<file path="src/rtl/ram_stream_reader.sv">
// ram_stream_reader: reads a run of sequential words from the single-port
// RAM and presents them as a valid/ready stream. Reads are only issued when
// there is guaranteed room for the returning word in the small output FIFO.
module ram_stream_reader #(
    parameter int DATA_WIDTH = 8,
    parameter int ADDR_WIDTH = 8,
    parameter int FIFO_DEPTH = 2
) (
    input  logic                  clk,
    input  logic                  rst_n,
    input  logic                  i_start,
    input  logic [ADDR_WIDTH-1:0] i_base_addr,
    input  logic [ADDR_WIDTH:0]   i_length,
    output logic                  o_busy,
    output logic                  o_done,
    output logic [ADDR_WIDTH-1:0] o_ram_address,
    output logic                  o_ram_oe,
    output logic                  o_ram_we,
    input  logic [DATA_WIDTH-1:0] i_ram_data,
    output logic [DATA_WIDTH-1:0] o_data,
    output logic                  o_valid,
    input  logic                  i_ready
);

    localparam int PW = (FIFO_DEPTH > 1) ? $clog2(FIFO_DEPTH) : 1;
    localparam int CW = $clog2(FIFO_DEPTH + 1);
    localparam int OW = CW + 1;

    typedef enum logic [1:0] {
        IDLE,
        READ,
        DRAIN,
        DONE
    } state_t;

    state_t                state;
    state_t                state_next;
    logic [ADDR_WIDTH-1:0] addr;
    logic [ADDR_WIDTH:0]   remaining;
    logic                  inflight;

    logic [DATA_WIDTH-1:0] fifo_mem [FIFO_DEPTH];
    logic [PW-1:0]         rd_ptr;
    logic [PW-1:0]         wr_ptr;
    logic [CW-1:0]         count;

    logic                  push;
    logic                  pop;
    logic                  issue;
    logic                  start_go;
    logic [OW-1:0]         credit_used;

    function automatic logic [PW-1:0] ptr_next(input logic [PW-1:0] p);
        return (p == PW'(FIFO_DEPTH - 1)) ? '0 : p + PW'(1);
    endfunction

    // A word is in flight when a read was issued last cycle; credits count
    // buffered plus in-flight words, less the one leaving this cycle.
    assign push        = inflight;
    assign pop         = (count != '0) & i_ready;
    assign credit_used = OW'(count) + OW'(inflight) - OW'(pop);
    assign issue       = (state == READ) && (credit_used < OW'(FIFO_DEPTH));
    assign start_go    = (state == IDLE) && i_start && (i_length != '0);

    assign o_busy        = (state != IDLE);
    assign o_done        = (state == DONE);
    assign o_ram_oe      = (state == READ) || (state == DRAIN);
    assign o_ram_we      = 1'b0;
    assign o_ram_address = addr;
    assign o_valid       = (count != '0);
    assign o_data        = fifo_mem[rd_ptr];

    // State register.
    always_ff @(posedge clk) begin
        if (!rst_n) state <= IDLE;
        else        state <= state_next;
    end

    // Next-state: drain finishes once nothing is in flight and the last
    // buffered word is leaving, so done follows the final pop directly.
    always_comb begin
        state_next = state;
        case (state)
            IDLE: begin
                if (i_start) state_next = (i_length == '0) ? DONE : READ;
            end
            READ: begin
                if (issue && (remaining == (ADDR_WIDTH+1)'(1))) state_next = DRAIN;
            end
            DRAIN: begin
                if (!inflight && (count == CW'(pop))) state_next = DONE;
            end
            DONE: begin
                state_next = IDLE;
            end
            default: state_next = IDLE;
        endcase
    end

    // Address/remaining bookkeeping and the one-cycle read-latency tracker.
    always_ff @(posedge clk) begin
        if (!rst_n) begin
            addr      <= '0;
            remaining <= '0;
            inflight  <= 1'b0;
        end else begin
            inflight <= issue;
            if (start_go) begin
                addr      <= i_base_addr;
                remaining <= i_length;
            end else if (issue) begin
                addr      <= addr + ADDR_WIDTH'(1);
                remaining <= remaining - (ADDR_WIDTH+1)'(1);
            end
        end
    end

    // Output FIFO; the credit check means a push never meets a full FIFO.
    always_ff @(posedge clk) begin
        if (!rst_n) begin
            rd_ptr <= '0;
            wr_ptr <= '0;
            count  <= '0;
            for (int i = 0; i < FIFO_DEPTH; i++) fifo_mem[i] <= '0;
        end else begin
            if (push) begin
                fifo_mem[wr_ptr] <= i_ram_data;
                wr_ptr           <= ptr_next(wr_ptr);
            end
            if (pop) rd_ptr <= ptr_next(rd_ptr);
            case ({push, pop})
                2'b10:   count <= count + CW'(1);
                2'b01:   count <= count - CW'(1);
                default: count <= count;
            endcase
        end
    end

endmodule

</file>
<file path="config.mk">
export PLATFORM = sky130hd
export DESIGN_NAME = ram_stream_reader
export DESIGN_NICKNAME = d
export VERILOG_FILES = /design/src/rtl/ram_stream_reader.sv
export SDC_FILE = /design/constraint.sdc
export NUM_CORES = 1
export LEC_CHECK = 0
export CAP_MARGIN = 5
export CORE_MARGIN = 2
export CORE_UTILIZATION = 40
export CTS_CLUSTER_DIAMETER = 40
export DETAILED_ROUTE_END_ITERATION = 6
export PLACE_DENSITY = 0.7
export SYNTH_ARGS = -nofsm -noshare
export SYNTH_HDL_FRONTEND = slang
export SYNTH_SLANG_ARGS = --single-unit
</file>
<file path="constraint.sdc">
create_clock -name clk -period 8.1 [get_ports clk]
set_input_delay 2.43 -clock clk [delete_from_list [all_inputs] [get_ports clk]]
set_output_delay 2.43 -clock clk [all_outputs]
set_load 0.01 [all_outputs]
</file>
======== After elaboration in Yosys (flattened, before gate mapping) ========
Memory sizes are Yosys's and may differ from the RTL's. A register that Yosys moved wholly into a read port is not among the register bits.
Cells that the tools add are included.
storage, ports and cells
  register bits after elaboration ......... 24
  bits in latches ......................... 0
  bits in writable memories ............... 16
  bits in read-only memories .............. 0
  input port bits ......................... 29
  output and inout port bits .............. 21
  logic and storage cells ................. 65
  memories kept ........................... 1
cells by class
  $add $sub $neg .......................... 8
  multiply operators ...................... 0
  div/mod/pow operators ................... 0
  magnitude comparators ................... 1
  equal/unequal tests ..................... 10
  shifts and indexed selects .............. 0
  muxes and demuxes ....................... 21
  bitwise logic cells ..................... 1
  reductions and logical operators ........ 16
memories
  memory    depth  bits a word  read ports  clocked after memory_dff  write ports  line  source
  fifo_mem  2      8            1           1                         2            42    logic [DATA_WIDTH-1:0] fifo_mem [FIFO_DEPTH];
operators by type and width
  cell                                                         count
  2-to-1 mux 8 bit                                             3
  2-to-1 mux 9 bit                                             2
  2-to-1 mux 1 bit                                             10
  == test 9 x 1 -> 1 bit (second input constant)               1
  zero test 9 bit                                              1
  nonzero test 9 bit                                           1
  subtractor 9 x 1 -> 9 bit (second input constant)            1
  adder 8 x 1 -> 8 bit (second input constant)                 1
  2-to-1 mux 2 bit                                             4
  case mux 2 bit (4 select lines)                              1
  nonzero test 2 bit                                           4
  OR reduction 8 bit                                           1
  == test 2 bit (second input constant)                        3
  logical AND 1 bit                                            5
  == test 2 x 1 -> 1 bit (second input constant)               2
  inequality test 2 x 1 -> 1 bit (second input constant)       2
  case mux 2 bit (2 select lines)                              1
  adder 2 x 1 -> 3 bit                                         1
  less-than comparator 3 x 2 -> 1 bit (second input constant)  1
  AND reduction 3 bit                                          1
  subtractor 3 x 1 -> 3 bit                                    1
  adder 1 bit (second input constant)                          2
  adder 2 x 1 -> 2 bit (second input constant)                 1
  == test 2 x 1 -> 1 bit                                       1
  other kinds (6)                                              6

======== Longest topological paths before layout ========
Gate-level depths: netlist of run 1.
  depth after elaboration ................. 8
  mapped depth ............................ 11
  depth with buffers taken out ............ 10

======== Worst setup path before layout of run 1 ========
Ideal clock, no wire load.
  path kind ............................... input to register
  start ................................... in i_ready
  end ..................................... reg state[1]
  library setup time ...................... 0.121 ns
  data arrival time ....................... 4.697 ns
  required time ........................... 7.979 ns
  slack ................................... 3.282 ns
  stages .................................. 9
  buffers on the path ..................... 0
  cell sequence ........................... and2_1 -> ha_1 -> nand2b_1 -> fa_1 -> nor4bb_1 -> nand2_1 -> o22ai_1 -> nand2_1 -> mux2_2
between the ends
  cells in the longest elaborated chain, start to end .. 7
  elaborated cells on any way between the ends .. 10
  those cells by class .................... add/sub (1); order compare (1); eq/ne (3); bitwise (1); reduce/logical (4)
ends and longest elaborated chain
  what                                      line  source
  start, declared                           22    input logic i_ready
  AND 1 bit *                               60    assign pop = (count != '0) & i_ready;
  subtractor 3 x 1 -> 3 bit                 61    assign credit_used = OW'(count) + OW'(inflight) - OW'(pop);
  less-than comparator 3 x 2 -> 1 bit       62    assign issue = (state == READ) && (credit_used < OW'(FIFO_DEPTH));
  logical AND 1 bit                         62
  logical AND 1 bit                         88    if (issue && (remaining == (ADDR_WIDTH+1)'(1))) state_next = DRAIN;
  inequality test 2 x 1 -> 1 bit (no line)  n/a
  AND reduction 3 bit (no line) *           n/a
  end signal, assigned                      76    else state <= state_next;
  end, declared                             36    state_t state;
Every way passes the cells marked *; elsewhere a longest branch is shown, timed or not.
A chain may end at the register's enable or synchronous reset.

======== Final worst setup path of run 1 ========
  start ................................... in i_ready
  end ..................................... reg state[1]
between the ends
  cells in the longest elaborated chain, start to end .. 7
  elaborated cells on any way between the ends .. 10
  those cells by class .................... add/sub (1); order compare (1); eq/ne (3); bitwise (1); reduce/logical (4)
ends and longest elaborated chain
  what                                      line  source
  AND 1 bit *                               60
  named net pop                             48    logic pop;
  subtractor 3 x 1 -> 3 bit                 61
  less-than comparator 3 x 2 -> 1 bit       62
  logical AND 1 bit                         62
  logical AND 1 bit                         88
  inequality test 2 x 1 -> 1 bit (no line)  n/a
  AND reduction 3 bit (no line) *           n/a
Mark *: on every way through the listed nets, which the timed path passes. The rest lies on a longest branch.

==> flow_summary_export.csv, run 1 <==
group,metric,value,unit
run_status,status,"completed",
critical_path,cp-end-kind,"flop",
power_and_ir_drop,p_leak,1.068,nW
synth,async_reset_ff_frac,0,
die,die_y,77.84,um
sta,fin_ws,2.819,ns
power_and_ir_drop,vdd_drop_max,0.1508,mV
power_and_ir_drop,p_total,0.8442,mW
cells_and_area,diodes,0,
place,gp_congestion,0.8200,
place,io_buffers,48,
cells_and_area,layout-drive-gt1-share,0.09375,
clock_network,cts_sinks,41,
drt,ant_nets,0,
sta,rsz0062_at_grt,"no",
power_and_ir_drop,power.internal,0.5491,mW
sta,fmax,0.1893,GHz
cells_and_area,syn2layout_area_growth,28.86,%
synth,ys_types,46,
clock_network,path_clk_slew,0.07,ns
clock_network,post-cts-setup-buffers,0,
clock_network,clk_latency,0.29,ns
synth,ys.warnings.count,0,
synth,synth_area_leader_cell,"dfxtp_1",
sta,max_slew.worst_pin.slew,0.8785,ns
global_routing,grt_pass1_vias,1557,
power_and_ir_drop,p_clk_frac,0.192,
clock_network,cts_hold_buf,0,
drt,drt_wl_total,4.412,mm
die,row_count,26,
power_and_ir_drop,p_per_area,300.4,nW/um^2
clock_network,cts_resized,0,
sta,post-route-min-period,5.281,ns
sta,fin_setup_tns,0,ns
place,place_ws,2.518,ns
critical_path,critPathKind,"input port to flop",
global_routing,grt_start_max_net_pins,28,
die,die_x,77.84,um
synth,yosysTopAreaCellShare,0.2295,
die,die_area,6059,sq um
critical_path,required,8.28,ns
cells_and_area,final_util,0.5433,
place,dp_hpwl,3.215,mm
clock_network,cts-buffers-inserted,5,
sta,hold_violations,0,
global_routing,antenna_found_initial,0,
die,pin_count,50,
power_and_ir_drop,p_sw_frac,0.3495,
place,placedCellCount,318,
clock_network,htree_num_levels,2,
cells_and_area,final_nets,295,
synth,synth_flop_cell,"dfxtp_1",
synth,synth_edf_count,16,
sta,finalMaxSlewViolations,0,
cells_and_area,finish.instance_area,2810,sq um
synth,synthTopCellsByArea,"dfxtp_1, edfxtp_1, ha_1",
critical_path,crit_fanout,6,
power_and_ir_drop,power_frac_seq,0.370,
drt,first_iter_violations,54,
cells_and_area,stdcell_count,326,
place,placed_cell_area,2703,sq um
global_routing,grt_first_pass_wirelength,7.231,mm
sta,setup_viol,0,
synth,avgSynthCellArea,10.48,sq um
die,start_util,0.4216,
drt,first_pass_iters,4,
power_and_ir_drop,pwr-share-comb,0.438,
die,core,5172,sq um
critical_path,cp-start-kind,"input port",
synth,yosysSeqAreaShare,0.4498,
sta,slew_headroom,0.4064,
power_and_ir_drop,switching_power,0.2950,mW
clock_network,cts_root_buf,"clkbuf_8",
drt,vias_per_cell,5.018,
synth,ys_ff_latch,41,
sta,post-route-period-util,0.6520,
drt,vias,1636,
critical_path,arrival,5.46,ns
worst_hold_path,hp-class,"flop to flop",
global_routing,grt_use_total,0.1519,
sta,fin_worst_skew,0.006118,ns
synth,syn-num-nets,248,
clock_network,cts.path.max_buffers,2,
job,cap_violations,0,
drt,drc,0,
synth,syn-instance-count,208,
clock_network,cts_tree,"yes",
sta,hold_ws,0.5371,ns
global_routing,grt-ovfl-total,0,
drt,wl_per_cell,13.53,um
synth,syn_area,2181,sq um
==> logic make-up (layout without fill, tap and decap cells) <==
group	after synthesis	in the layout	synth area share
compound gates	31	31	0.09237
xor+xnor	20	20	0.08377
fa+ha+maj	11	11	0.06655
buf+inv	17	65	0.03843
flops	41	41	0.4498
mux	11	11	0.05565
other cells	1	1	0.001720
simple gates	76	76	0.2117
==> power by group through the flow <==
stage               clock [mW]  combinational (mW)  sequential [mW]
floorplan                    0               0.260            0.307
global placement             0               0.365            0.317
CTS                      0.164               0.371            0.313
global route             0.171               0.409            0.319
finish                   0.162               0.370            0.312
detailed placement           0               0.369            0.317
==> routing by layer <==
| metal | wire (um) | vias up | track usage |
|---|---|---|---|
| li1 | - | 817 | - |
| met2 | 2082 | 51 | 0.2371 |
| met1 | 2082 | 766 | 0.2044 |
| met4 | 34 | 0 | 0.05357 |
| met3 | 213 | 2 | 0.03721 |
| met5 | 0 | - | 0 |
==> registers in the layout (all words and copies together), names as in the netlist, named ones only <==
| name | flops |
|---|---|
| rd_ptr | 1 |
| wr_ptr | 1 |
| fifo_mem | 16 |
| count | 2 |
| remaining | 9 |
| inflight | 1 |
| state | 2 |
| o_ram_address | 8 |
==> cell usage after synthesis (2+ instances only) <==
master / n
nand2_1: 12
edfxtp_1: 16
nor3_1: 2
a22oi_1: 3
nand4b_1: 2
o211a_1: 2
a21oi_1: 9
o22ai_1: 2
xnor2_1: 8
nand2b_1: 2
mux2_2: 9
xor2_1: 11
o21ai_0: 5
ha_1: 10
dfxtp_1: 25
and2_1: 19
o21ai_1: 6
nand4_1: 5
or3_1: 2
inv_1: 8
nor2_1: 11
buf_4: 2
clkbuf_1: 4
nor2b_1: 4
nand3_1: 4
and3_1: 4
mux2i_1: 2
==> critical path, stage by stage <==
cell and delay, ns:
clkdlybuf4s50_1 0.44, and2_1 0.17, ha_1 0.26, nand2b_1 0.16
fa_1 0.51, nor4bb_1 0.77, nand2_1 0.12, o22ai_1 0.21
nand2_1 0.11, mux2_2 0.27
==> final timing paths <==
path                    startpoint                     to  slack [ns]  cells after the start
min reg2reg    rd_ptr$_SDFFE_PN0P_    rd_ptr$_SDFFE_PN0P_        0.54                      2
max reg2reg  count[1]$_SDFFE_PN0P_  state[1]$_SDFFE_PN0P_        4.64                     10
max                        i_ready  state[1]$_SDFFE_PN0P_        2.82                     10
min            rd_ptr$_SDFFE_PN0P_    rd_ptr$_SDFFE_PN0P_        0.54                      2
==> placed cells by master, fill, tap and decap left out, drive strengths merged, types with 9 or more instances in the layout <==
cell type / netlist / final
a21oi: 10 / 10
and2: 19 / 19
clkdlybuf4s50: 0 / 48
dfxtp: 25 / 25
edfxtp: 16 / 16
ha: 10 / 10
mux2: 9 / 9
nand2: 12 / 12
nor2: 11 / 11
o21ai: 11 / 11
xnor2: 9 / 9
xor2: 11 / 11
==> area by class of cell <==
class	instances	area, sq um
Inverter	8	30.03
Timing Repair Buffer	49	488.0
Fill cell	464	2362
Clock buffer	6	72.57
Clock inverter	2	35.03
Sequential cell	41	980.9
Multi-Input combinational cell	150	1116
Tap cell	70	87.58
Power figures use the tool's default switching activity.
==> run 2: changes to the inputs <==
--- a/config.mk
+++ b/config.mk
@@ -10,7 +10,7 @@
 export CORE_UTILIZATION = 40
 export CTS_CLUSTER_DIAMETER = 40
 export DETAILED_ROUTE_END_ITERATION = 6
-export PLACE_DENSITY = 0.7
+export PLACE_DENSITY = 0.73
 export SYNTH_ARGS = -nofsm -noshare
 export SYNTH_HDL_FRONTEND = slang
 export SYNTH_SLANG_ARGS = --single-unit
==> constraint.sdc (replaced) <==
create_clock -name clk -period 4.5 [get_ports clk]
set_input_delay 1.35 -clock clk [delete_from_list [all_inputs] [get_ports clk]]
set_output_delay 1.35 -clock clk [all_outputs]
set_load 0.01 [all_outputs]
==> run 2 against run 1 <==
Flip-flop and latch count is the same. Critical endpoint is now state[0]$_SDFFE_PN0P_. Die area stayed put. Global-route usage fell by 0.21 points. First-iteration DRC count is 87% higher. Clock-buffer cell count is the same.
==> flow_summary_export.csv, run 2 (synthesis results as in run 1) <==
group,metric,value,unit
run_status,status,"completed",
place,io_buffers,48,
global_routing,grt_start_max_net_pins,28,
global_routing,grt_use_total,0.1497,
global_routing,grt-ovfl-total,0,
sta,setup_viol,0,
critical_path,required,4.69,ns
critical_path,arrival,3.99,ns
clock_network,cts_sinks,41,
cells_and_area,final_common_cell,"clkdlybuf4s50_1",
drt,first_iter_violations,101,
sta,fin_worst_skew,0.008255,ns
critical_path,crit_fanout,6,
cells_and_area,n_fill_cell,454,
cells_and_area,syn2layout_area_growth,29.72,%
critical_path,cp-end-kind,"flop",
cells_and_area,layout-drive-gt1-share,0.1115,
clock_network,cts_resized,0,
sta,finalMaxSlewViolations,0,
sta,post-route-min-period,3.791,ns
sta,slew_headroom,0.6634,
cells_and_area,finish.instance_area,2829,sq um
clock_network,cts_root_buf,"clkbuf_8",
clock_network,clk_latency,0.29,ns
place,placed_cell_area,2733,sq um
clock_network,cts_hold_buf,0,
sta,fmax,0.2638,GHz
job,cap_violations,0,
sta,post-route-period-util,0.8424,
place,place_ws,0.4202,ns
die,die_area,6059,sq um
sta,fin_setup_tns,0,ns
cells_and_area,final_nets,299,
drt,vias,1638,
global_routing,antenna_found_initial,0,
clock_network,path_clk_slew,0.08,ns
sta,fin_ws,0.7090,ns
drt,first_pass_iters,4,
power_and_ir_drop,p_per_area,528.9,nW/um^2
global_routing,grt_first_pass_wirelength,7.162,mm
die,core,5172,sq um
clock_network,cts.path.max_buffers,2,
clock_network,cts-buffers-inserted,5,
clock_network,htree_num_levels,2,
worst_hold_path,hp-class,"flop to flop",
place,dp_hpwl,3.126,mm
critical_path,critPathKind,"input port to flop",
cells_and_area,diodes,0,
cells_and_area,regMostFlops,"fifo_mem",
global_routing,grt_pass1_vias,1563,
die,die_y,77.84,um
place,gp_congestion,0.8003,
clock_network,cts_tree,"yes",
clock_network,post-cts-setup-buffers,0,
drt,vias_per_cell,4.964,
drt,wl_per_cell,13.17,um
power_and_ir_drop,vdd_drop_max,0.2754,mV
die,die_x,77.84,um
drt,drt_wl_total,4.346,mm
die,start_util,0.4216,
sta,rsz0062_at_grt,"no",
sta,hold_violations,0,
cells_and_area,layout_common_cells,"clkdlybuf4s50_1, dfxtp_1, and2_1, edfxtp_1, nand2_1",
die,row_count,26,
drt,drc,0,
die,pin_count,50,
sta,max_slew.worst_pin.slew,0.5049,ns
drt,ant_nets,0,
power_and_ir_drop,p_leak,1.084,nW
critical_path,cp-start-kind,"input port",
cells_and_area,largest_reg_flops,16,
run 2: changes by cell type in the layout (fill, tap and decap cells not counted):
cell       before  now
clkbuf_1        1    0
clkinv_4        0    1
bufinv_16       1    0
clkbuf_8        5    6
buf_4           1    5
run 2: layer usage:
metal,global-route usage,vias up,part of all wire
li1,-,825,-
met1,0.1965,778,0.47
met2,0.2379,31,0.48
met3,0.03837,4,0.042
met4,0.05357,0,0.011
met5,0,-,0
run 2: metrics by stage:
stage          utilization  std cells  power [mW]  hold WS [ns]
2_1_floorplan            -        208       1.021        0.4813
3_3_place_gp        0.5283        322       1.240        0.5030
3_5_place_dp        0.5283        322       1.251        0.5049
4_1_cts             0.5469        330       1.508        0.5252
5_1_grt             0.5469        330       1.600        0.5890
6_report            0.5469        330       1.496        0.5239
run 2: cell type report:
type,instances,area (sq um),area share
clock buffers,6,82.58,0.02919
multi-input cells,150,1116,0.3945
well taps,70,87.58,0.03096
inverters,8,30.03,0.01061
clock inverters,2,13.76,0.004865
repair buffers,53,518.0,0.1831
flip-flops and latches,41,980.9,0.3467
run 2: path summary, 6_finish.rpt:
check                        startpoint                     to  slack (ns)  cells after the start
hold reg to reg     rd_ptr$_SDFFE_PN0P_    rd_ptr$_SDFFE_PN0P_        0.52                      2
setup / recovery                i_ready  state[0]$_SDFFE_PN0P_        0.71                     11
hold / removal      rd_ptr$_SDFFE_PN0P_    rd_ptr$_SDFFE_PN0P_        0.52                      2
setup reg to reg  count[1]$_SDFFE_PN0P_  state[0]$_SDFFE_PN0P_        1.46                     11
run 2: critical path, stage by stage:
cell and delay (ns):
clkdlybuf4s50_1 0.44, and2_1 0.18, ha_1 0.26, nand2b_1 0.16
fa_1 0.51, nor4bb_1 0.27, buf_4 0.19, nand2_1 0.06
o22ai_1 0.17, nand2_1 0.11, a221oi_1 0.29
run 2: report_power, final:
part	internal [mW]	switching (mW)	leakage [nW]	total, mW
clock	0.124	0.128	0.0512	0.253
combinational	0.361	0.322	0.661	0.683
sequential	0.478	0.0826	0.372	0.561
